[src/rtl/wb_arbiter.sv]
// wb_arbiter: writeback arbiter for the single write port of the register file.
// The ALU path has absolute priority and is never stalled. Load/long-op results
// are buffered in a DEPTH-entry FIFO and drain into slots where the ALU is idle.
// Writes addressed to register 0 are suppressed, but they still consume their slot.
// All write-port outputs come straight from flops.
// Optional feature macro: WB_BYPASS_EN. When it is defined, a load that arrives
// while the ALU is idle and the FIFO is empty goes straight to the output registers.
module wb_arbiter #(
    parameter int DATA_W = 32,
    parameter int ADDR_W = 5,
    parameter int DEPTH  = 4
) (
    input  logic                   clk,
    input  logic                   reset,
    input  logic                   alu_valid,
    input  logic [ADDR_W-1:0]      alu_addr,
    input  logic [DATA_W-1:0]      alu_data,
    input  logic                   ld_valid,
    input  logic [ADDR_W-1:0]      ld_addr,
    input  logic [DATA_W-1:0]      ld_data,
    output logic                   ld_ready,
    output logic                   writeEnable,
    output logic [ADDR_W-1:0]      writeAddr,
    output logic [DATA_W-1:0]      writeData,
    output logic [$clog2(DEPTH):0] fifo_count
);

    localparam int PTR_W = $clog2(DEPTH);
    localparam int CNT_W = PTR_W + 1;

    logic [ADDR_W-1:0] r_mem_addr [DEPTH];
    logic [DATA_W-1:0] r_mem_data [DEPTH];
    logic [PTR_W-1:0]  r_wr_ptr;
    logic [PTR_W-1:0]  r_rd_ptr;
    logic [CNT_W-1:0]  r_count;
    logic              r_we;
    logic [ADDR_W-1:0] r_waddr;
    logic [DATA_W-1:0] r_wdata;

    logic              w_ld_ready;
    logic              w_empty;
    logic              w_accept;
    logic              w_pop;
    logic              w_push;
    logic              w_bypass;
    logic              w_sel_valid;
    logic [ADDR_W-1:0] w_sel_addr;
    logic [DATA_W-1:0] w_sel_data;
    logic              w_nxt_we;
    logic [ADDR_W-1:0] w_nxt_addr;
    logic [DATA_W-1:0] w_nxt_data;

    // Handshake and FIFO control, derived only from the registered occupancy
    always_comb begin
        w_ld_ready = (r_count < CNT_W'(DEPTH));
        w_empty    = (r_count == {CNT_W{1'b0}});
        w_accept   = ld_valid && w_ld_ready;
        w_pop      = !alu_valid && !w_empty;
`ifdef WB_BYPASS_EN
        w_bypass   = !alu_valid && w_empty && w_accept;
`else
        w_bypass   = 1'b0;
`endif
        w_push     = w_accept && !w_bypass;
    end

    // Source select (ALU > FIFO head > bypassed load) and the register-0 filter
    always_comb begin
        w_sel_valid = 1'b0;
        w_sel_addr  = {ADDR_W{1'b0}};
        w_sel_data  = {DATA_W{1'b0}};
        if (alu_valid) begin
            w_sel_valid = 1'b1;
            w_sel_addr  = alu_addr;
            w_sel_data  = alu_data;
        end else if (w_pop) begin
            w_sel_valid = 1'b1;
            w_sel_addr  = r_mem_addr[r_rd_ptr];
            w_sel_data  = r_mem_data[r_rd_ptr];
        end else if (w_bypass) begin
            w_sel_valid = 1'b1;
            w_sel_addr  = ld_addr;
            w_sel_data  = ld_data;
        end else begin
            w_sel_valid = 1'b0;
        end

        w_nxt_we = w_sel_valid && (w_sel_addr != {ADDR_W{1'b0}});
        if (w_nxt_we) begin
            w_nxt_addr = w_sel_addr;
            w_nxt_data = w_sel_data;
        end else begin
            w_nxt_addr = {ADDR_W{1'b0}};
            w_nxt_data = {DATA_W{1'b0}};
        end
    end

    // FIFO storage; entries are only ever read after being written, so no reset is needed
    always_ff @(posedge clk) begin
        if (w_push) begin
            r_mem_addr[r_wr_ptr] <= ld_addr;
            r_mem_data[r_wr_ptr] <= ld_data;
        end
    end

    // FIFO pointers and occupancy; pointers wrap naturally because DEPTH is a power of two
    always_ff @(posedge clk or posedge reset) begin
        if (reset) begin
            r_wr_ptr <= {PTR_W{1'b0}};
            r_rd_ptr <= {PTR_W{1'b0}};
            r_count  <= {CNT_W{1'b0}};
        end else begin
            if (w_push) begin
                r_wr_ptr <= r_wr_ptr + {{(PTR_W-1){1'b0}}, 1'b1};
            end
            if (w_pop) begin
                r_rd_ptr <= r_rd_ptr + {{(PTR_W-1){1'b0}}, 1'b1};
            end
            case ({w_push, w_pop})
                2'b10:   r_count <= r_count + {{(CNT_W-1){1'b0}}, 1'b1};
                2'b01:   r_count <= r_count - {{(CNT_W-1){1'b0}}, 1'b1};
                default: r_count <= r_count;
            endcase
        end
    end

    // Registered write-port outputs
    always_ff @(posedge clk or posedge reset) begin
        if (reset) begin
            r_we    <= 1'b0;
            r_waddr <= {ADDR_W{1'b0}};
            r_wdata <= {DATA_W{1'b0}};
        end else begin
            r_we    <= w_nxt_we;
            r_waddr <= w_nxt_addr;
            r_wdata <= w_nxt_data;
        end
    end

    assign ld_ready    = w_ld_ready;
    assign writeEnable = r_we;
    assign writeAddr   = r_waddr;
    assign writeData   = r_wdata;
    assign fifo_count  = r_count;

endmodule

[config.mk]
export PLATFORM = sky130hd
export DESIGN_NAME = wb_arbiter
export DESIGN_NICKNAME = d
export VERILOG_FILES = /design/src/rtl/wb_arbiter.sv
export SDC_FILE = /design/constraint.sdc
export NUM_CORES = 1
export LEC_CHECK = 0
export ABC_AREA = 1
export BUFFER_PORTS_ARGS = -buffer_cell sky130_fd_sc_hd__buf_2
export CAP_MARGIN = 10
export CORE_ASPECT_RATIO = 1.4
export CORE_UTILIZATION = 55
export DETAILED_ROUTE_END_ITERATION = 7
export PLACE_DENSITY = 0.75
export SYNTH_ARGS = -nofsm -noshare
export SYNTH_HDL_FRONTEND = slang
export SYNTH_SLANG_ARGS = --single-unit
[constraint.sdc]
create_clock -name clk -period 6.9 [get_ports clk]
set_clock_uncertainty 0.1 [all_clocks]
set_input_delay 0 -clock clk [delete_from_list [all_inputs] [get_ports clk]]
set_output_delay 0 -clock clk [all_outputs]
set_load 0.03 [all_outputs]
==> impl_metrics.csv, run 1 <==
group,metric,value,unit
status,outcome,"finished, final reports clean",
placement,placement.io_buffers,119,
floorplanning,core_area,13500,sq um
clock_network,cts_setup_buffers,0,
route,iteration_count_of_the_initial_detailed_routing_pass,5,
min_path,worst_hold_path_type,"in2reg",
worst_setup_path,reg2reg_setup_slack,4320,ps
floorplanning,io_pins,120,
sta,max_freq,388,MHz
sta,final_period_minus_worst_setup_slack,2580,ps
worst_setup_path,data_required_time_at_the_worst_endpoint,7110,ps
worst_setup_path,critical-path-top-delay-family,"simple AND/OR/NAND/NOR gates",
sta,max_slew.worst_pin.slew,1010,ps
pwr,ir_worst_vdd,0.201,mV
worst_setup_path,startpoint_type,"flop",
yosys,synth_area_leader_cell,"edfxtp_1",
cells_and_area,final_nets,938,
clock_network,cts_repair_resize_count,0,
cells_and_area,final_layout_size_suffix_gt1_share,21.6,%
cells_and_area,sequential_cell_area,5570,sq um
clock_network,cts_tree,"yes",
run,cap_viol_max_count,0,
yosys,synth.top_cells.by_area,"edfxtp_1, dfrtp_1, nand2_1, nand3_1, inv_1",
floorplanning,die_area,14500,sq um
worst_setup_path,crit_path_cell_trace,"buf_4 > nand3_1 > nand3_1 > nand2_1 > nor2_2 > nand3_4 > nand2_1 > inv_1",
route,final_antenna_net_count,0,
clock_network,insertion_delay,420,ps
floorplanning,floorplan.die.width,102,microns
yosys,register_area_share_after_synthesis,72.4,%
worst_setup_path,path_class,"reg2reg",
yosys,postSynthAreaPerCell,11.5,sq um
pwr,leakage,0.00428,uW
sta,rsz0062_at_grt,"no",
global_route,grt_start_max_net_pins,77,
floorplanning,initial_core_util,56.9,%
route,detail_route.wirelength,16600,microns
worst_setup_path,worstSetupEndpointType,"flop",
global_route,global_route.usage.total,24.5,%
worst_setup_path,worst-path-buf-inv,2,
sta,post_route_fraction_of_the_period_consumed_by_the_critical_path,37.3,%
placement,place_inst,940,
floorplanning,die_h,142,microns
worst_setup_path,r2r-end,"writeData[11]",
cells_and_area,antenna_cells_inserted,0,
clock_network,cts_max_path_buffers,2,
yosys,synthesis.yosys.warnings,0,
yosys,synth-seq-cells,193,
cells_and_area,area_used_by_multi_input_combinational_logic,1800,sq um
worst_setup_path,r2r.worst_path.cells,8,
route,num_vias,5442,
yosys,postSynthNetCount,751,
global_route,grt_overflow,0,
sta,setup-tns-final,0,ps
yosys,synth.top_cell.area_share,57.8,%
global_route,initial_antenna_violation_count,0,
route,first_iter_violations,424,
yosys,synth.lib_cells_used.distinct,23,
clock_network,cts.clk_slew.worst_paths,60,ps
worst_setup_path,rr_startpoint,"r_rd_ptr[1]",
clock_network,cts_made_buffers,17,
route,drc,0,
sta,finalSetupViolCount,0,
cells_and_area,layout.filler_cells,919,
sta,timing.max_slew.rel_slack,32.9,%
min_path,cell_depth_of_the_worst_hold_path,4,
worst_setup_path,critPathMaxFanout,33,
sta,final-hold-violation-count,0,
clock_network,sinks_on_the_clock_net,193,
placement,dp_hpwl,8770,microns
min_path,hold_path_end,"r_wr_ptr[1]",
worst_setup_path,crit_path_start,"r_rd_ptr[1]",
clock_network,cts-root-buf,"clkbuf_16",
yosys,post_synth_inst_count,667,
global_route,grt_pass1_wl,26000,microns
global_route,first_global_vias,5400,
route,drt-vias-per-instance,5.19,
worst_setup_path,cp_data_arrival_time,2780,ps
cells_and_area,post_layout_nonfiller_instances,1049,
yosys,syn_area,7690,sq um
worst_setup_path,worst_path_largest_cell_delay,790,ps
pwr,power_density,397,nW/um^2
min_path,hold_start,"ld_valid",
worst_setup_path,worst_path_max_delay_cell,"dfrtp_1",
floorplanning,placementRows,50,
clock_network,ctsHtreeMaxLevel,4,
placement,final_wtd_congestion,0.764,
cells_and_area,area.growth.synth_to_final,27.7,%
route,routedWlPerCell,15.8,microns
sta,final-max-slew-violation-count,0,
-- tightest hold or removal path, cell delays in order --
cell	delay (ps)
buf_2	80
nand2_1	300
nor2_1	180
a21oi_1	40
-- cell families (layout without fill, tap and decap cells) --
group	count (synthesis)	count (layout)	synth area share (%)
compound gates	5	5	0.374
xor+xnor	5	5	0.570
fa+ha+maj	6	6	1.07
buf+inv	81	281	4.69
flops	193	193	72.4
simple gates	377	377	20.8
-- state kept, by name, indices dropped and copies added, names as in the netlist --
register and flops:
r_rd_ptr 2, fifo_count 3, writeAddr 5, writeEnable 1, r_mem_data 128, r_mem_addr 20, r_wr_ptr 2, writeData 32
-- stage by stage --
step           total power (uW)  utilization (%)  cell area (sq um)  hold WS, ps  worst slack, ps
2_1_floorplan              2520                -               7690        -1.13             3750
4_1_cts                    3900             72.3               9770          116             3990
5_1_grt                    4100             72.7               9820          149             4120
3_3_place_gp               2820             62.3               8420          109             4060
6_report                   3900             72.7               9820          121             4320
3_5_place_dp               2870             62.3               8420          117             3990
-- area by class of cell --
type	count	area share, %
clock buffers	22	4.83
multi-input cells	393	18.3
repair buffers	203	14.7
flip-flops and latches	193	56.7
well taps	182	2.32
inverters	46	1.76
clock inverters	10	1.35
-- how the worst max path moves through the flow --
stage,to,depth (start not counted)
after floorplan,r_mem_addr[0][0],3
after global placement,fifo_count[2],8
after detailed placement,fifo_count[2],8
after CTS,fifo_count[2],8
after global routing,fifo_count[2],9
final,writeData[11],8
-- placed cells by master, fill, tap and decap left out --
master and count:
buf_12 1, inv_1 35, inv_2 11, nand2_2 11, nand2_1 245, clkinv_1 2, dlygate4sd3_1 75, fa_1 1
inv_6 1, edfxtp_1 148, clkinv_2 2, clkbuf_1 2, nor2_4 4, dfrtp_1 44, nor2_1 2, buf_4 7
clkinvlp_4 1, clkbuf_8 3, buf_2 119, bufinv_16 3, nand3_4 1, o21ai_0 2, buf_16 1, xnor2_1 1
clkinv_4 1, dfrtp_2 1, a21oi_4 1, nor2_2 2, nand3_1 111, and2_1 1, ha_1 5, clkbuf_16 17
xor2_1 4, a21oi_1 2
-- routing by layer --
layer  up-vias  global-route usage, %  wire length, microns
met5         -                      0                     0
met4         0                   11.7                   341
met3        34                   4.43                   840
li1       2582                      -                     -
met1      2640                   29.2                  6610
met2       186                   42.6                  8790
-- power breakdown --
group,switching (uW),internal (uW)
combinational,924,395
sequential,83.8,1500
clock,399,597
total,1410,2490
-- cells in the mapped netlist --
library cell / count
inv_1: 36
nor2_2: 2
fa_1: 1
clkbuf_1: 9
a21oi_1: 2
buf_6: 4
and2_1: 1
nand2_2: 11
edfxtp_1: 148
o21ai_0: 2
buf_4: 2
inv_2: 10
nand2_1: 245
xnor2_1: 1
buf_2: 15
dfrtp_1: 45
ha_1: 5
xor2_1: 4
nand3_1: 111
nor2_1: 6
buf_1: 5
a21oi_2: 1
nand3_4: 1
-- what timing repair did --
item,in CTS,in global routing
hold buffers,75,0
setup endpoints to repair,0,0
endpoints found under the hold margin,230,0
No activity file was read; power rests on OpenSTA's default activity.
==> inputs of run 2 (changes only) <==
==> constraint.sdc (replaced) <==
create_clock -name clk -period 2.55 [get_ports clk]
set_clock_uncertainty 0.1 [all_clocks]
set_input_delay 0 -clock clk [delete_from_list [all_inputs] [get_ports clk]]
set_output_delay 0 -clock clk [all_outputs]
set_load 0.03 [all_outputs]
==> impl_metrics.csv, run 2 (same netlist as run 1, synthesis figures left out) <==
group,metric,value,unit
floorplanning,die_area,14500,sq um
sta,max_slew.worst_pin.slew,698,ps
sta,rsz0062_at_grt,"no",
global_route,grt_util_met2,45.8,%
clock_network,cts_max_path_buffers,2,
min_path,worst_hold_path_type,"in2reg",
worst_setup_path,cp_data_arrival_time,2400,ps
worst_setup_path,r2r-end,"writeData[16]",
placement,dp_hpwl,9820,microns
worst_setup_path,r2r.worst_path.cells,9,
cells_and_area,layout.filler_cells,934,
min_path,cell_depth_of_the_worst_hold_path,5,
worst_setup_path,critical-path-top-delay-family,"simple AND/OR/NAND/NOR gates",
floorplanning,initial_core_util,56.9,%
worst_setup_path,worst_path_max_delay_cell,"dfrtp_1",
route,first_iter_violations,312,
floorplanning,io_pins,120,
placement,placement.io_buffers,119,
clock_network,cts_made_buffers,17,
clock_network,insertion_delay,430,ps
min_path,hold_path_end,"writeData[31]",
clock_network,cts_setup_buffers,0,
worst_setup_path,worstSetupEndpointType,"flop",
cells_and_area,final_core_utilization,73.1,%
global_route,global_route.usage.total,24.9,%
global_route,grt_pass1_wl,26300,microns
worst_setup_path,rr_startpoint,"fifo_count[1]",
worst_setup_path,reg2reg_setup_slack,370,ps
sta,finalSetupViolCount,0,
cells_and_area,antenna_cells_inserted,0,
worst_setup_path,worst-path-buf-inv,2,
route,detail_route.wirelength,16600,microns
pwr,cell_internal_pwr,6560,uW
worst_setup_path,crit_path_cell_trace,"nor2_1 > a21oi_4 > buf_4 > nand3_1 > nand2_1 > nor2_2 > nand3_4 > nand2_1 > inv_1",
floorplanning,die_h,142,microns
pwr,power_frac_seq,40.8,%
pwr,netSwitchingFraction,37.0,%
run,cap_viol_max_count,0,
global_route,gr-usage-met1,27.2,%
sta,max_freq,458,MHz
sta,timing.max_slew.rel_slack,53.5,%
global_route,grt_start_max_net_pins,67,
sta,hold_ws,11.2,ps
global_route,first_global_vias,5551,
worst_setup_path,critPathMaxFanout,33,
floorplanning,core_area,13500,sq um
pwr,ir_worst_vdd,0.614,mV
pwr,leakage,0.00430,uW
pwr,power.net_switching,3860,uW
worst_setup_path,startpoint_type,"flop",
sta,final-hold-violation-count,0,
sta,final-max-slew-violation-count,0,
worst_setup_path,worst_path_largest_cell_delay,410,ps
cells_and_area,area.growth.synth_to_final,28.4,%
clock_network,cts-root-buf,"clkbuf_16",
clock_network,cts_repair_resize_count,0,
route,num_vias,5439,
pwr,pwr-share-comb,34.6,%
cells_and_area,layout.cells.most_common,"nand2_1",
global_route,initial_antenna_violation_count,0,
floorplanning,placementRows,50,
clock_network,cts-hold-fix-buffers,78,
cells_and_area,area_used_by_multi_input_combinational_logic,1800,sq um
global_route,grt_overflow,0,
global_route,peak_usage_layer_in_the_global_routing_report,"met2",
placement,final_wtd_congestion,0.741,
cells_and_area,mostFrequentLayoutCells,"nand2_1, edfxtp_1, buf_2",
cells_and_area,final_nets,949,
route,drc,0,
cells_and_area,sequential_cell_area,5570,sq um
global_route,globalRouteMet3Util,4.58,%
pwr,power_density,1050,nW/um^2
worst_setup_path,path_class,"reg2reg",
clock_network,sinks_on_the_clock_net,193,
worst_setup_path,cell_seen_most_often_among_critical_path_stages,"nand2_1",
cells_and_area,regMostFlops,"r_mem_data",
worst_setup_path,worst-path-stages,9,
min_path,hold_start,"alu_valid",
route,drt-vias-per-instance,5.13,
sta,post_route_fraction_of_the_period_consumed_by_the_critical_path,85.5,%
cells_and_area,final_layout_size_suffix_gt1_share,22.6,%
clock_network,ctsHtreeMaxLevel,4,
pwr,clock_network_fraction_of_design_power,24.6,%
worst_setup_path,data_required_time_at_the_worst_endpoint,2760,ps
clock_network,cts.clk_slew.worst_paths,70,ps
status,outcome,"finished, final reports clean",
floorplanning,floorplan.die.width,102,microns
cells_and_area,largest_register_ffs,128,
route,final_antenna_net_count,0,
route,routedWlPerCell,15.7,microns
route,iteration_count_of_the_initial_detailed_routing_pass,5,
sta,final_period_minus_worst_setup_slack,2180,ps
clock_network,cts_tree,"yes",
run 2: cell count changes in the layout (fill, tap and decap cells not counted):
cell           change
clkinv_4           +1
clkinvlp_4         +1
clkinv_1           -2
clkbuf_1           -1
clkbuf_8           -3
buf_4              +8
inv_4              +1
buf_12             +1
dlygate4sd3_1      +3
inv_6              +4
buf_16             -1
bufinv_16          -2
clkbuf_16          +1
run 2: final cells by class:
cell class | instances | share of cell area [%]
flip-flops and latches | 193 | 56.4
multi-input cells | 393 | 18.2
repair buffers | 214 | 15.5
clock buffers | 19 | 4.60
well taps | 182 | 2.31
inverters | 46 | 1.75
clock inverters | 13 | 1.24
run 2: worst max-delay path by stage:
stage                              from          endpoint  slack (ps)
after CTS                 fifo_count[1]     writeData[16]         380
after global routing      fifo_count[1]     writeData[20]         220
after global placement    fifo_count[1]     writeData[13]         520
final                     fifo_count[1]     writeData[16]         370
after detailed placement  fifo_count[1]     writeData[16]         400
after floorplan           fifo_count[2]  r_mem_addr[0][0]        -600
run 2: stage by stage:
step	setup TNS (ps)	cells	power (uW)	area [sq um]	setup WS [ps]
2_1_floorplan	-89220	667	6820	7690	-603
3_3_place_gp	0	950	7680	8520	522
3_5_place_dp	0	950	7820	8520	398
4_1_cts	0	1060	10500	9870	382
5_1_grt	0	1060	11000	9870	219
6_report	0	1060	10400	9870	369
run 2: metal layers:
metal	part of all wire, %	vias to the layer above
li1	-	2610
met1	37	2609
met2	55	186
met3	5.1	34
met4	2.3	0
met5	0	-
run 2: power by group through the flow:
stage / Clock (uW) / Combinational [uW] / Sequential [uW]
2_1_floorplan: 0 / 1940 / 4880
6_report: 2560 / 3610 / 4250
5_1_grt: 2700 / 4000 / 4310
3_3_place_gp: 0 / 3400 / 4280
4_1_cts: 2590 / 3630 / 4250
3_5_place_dp: 0 / 3510 / 4310
run 2: worst min-delay path: cells and delay by family:
family / cells / cell delay, ps
buffers and inverters: 2 / 280
AND/OR/NAND/NOR: 3 / 220
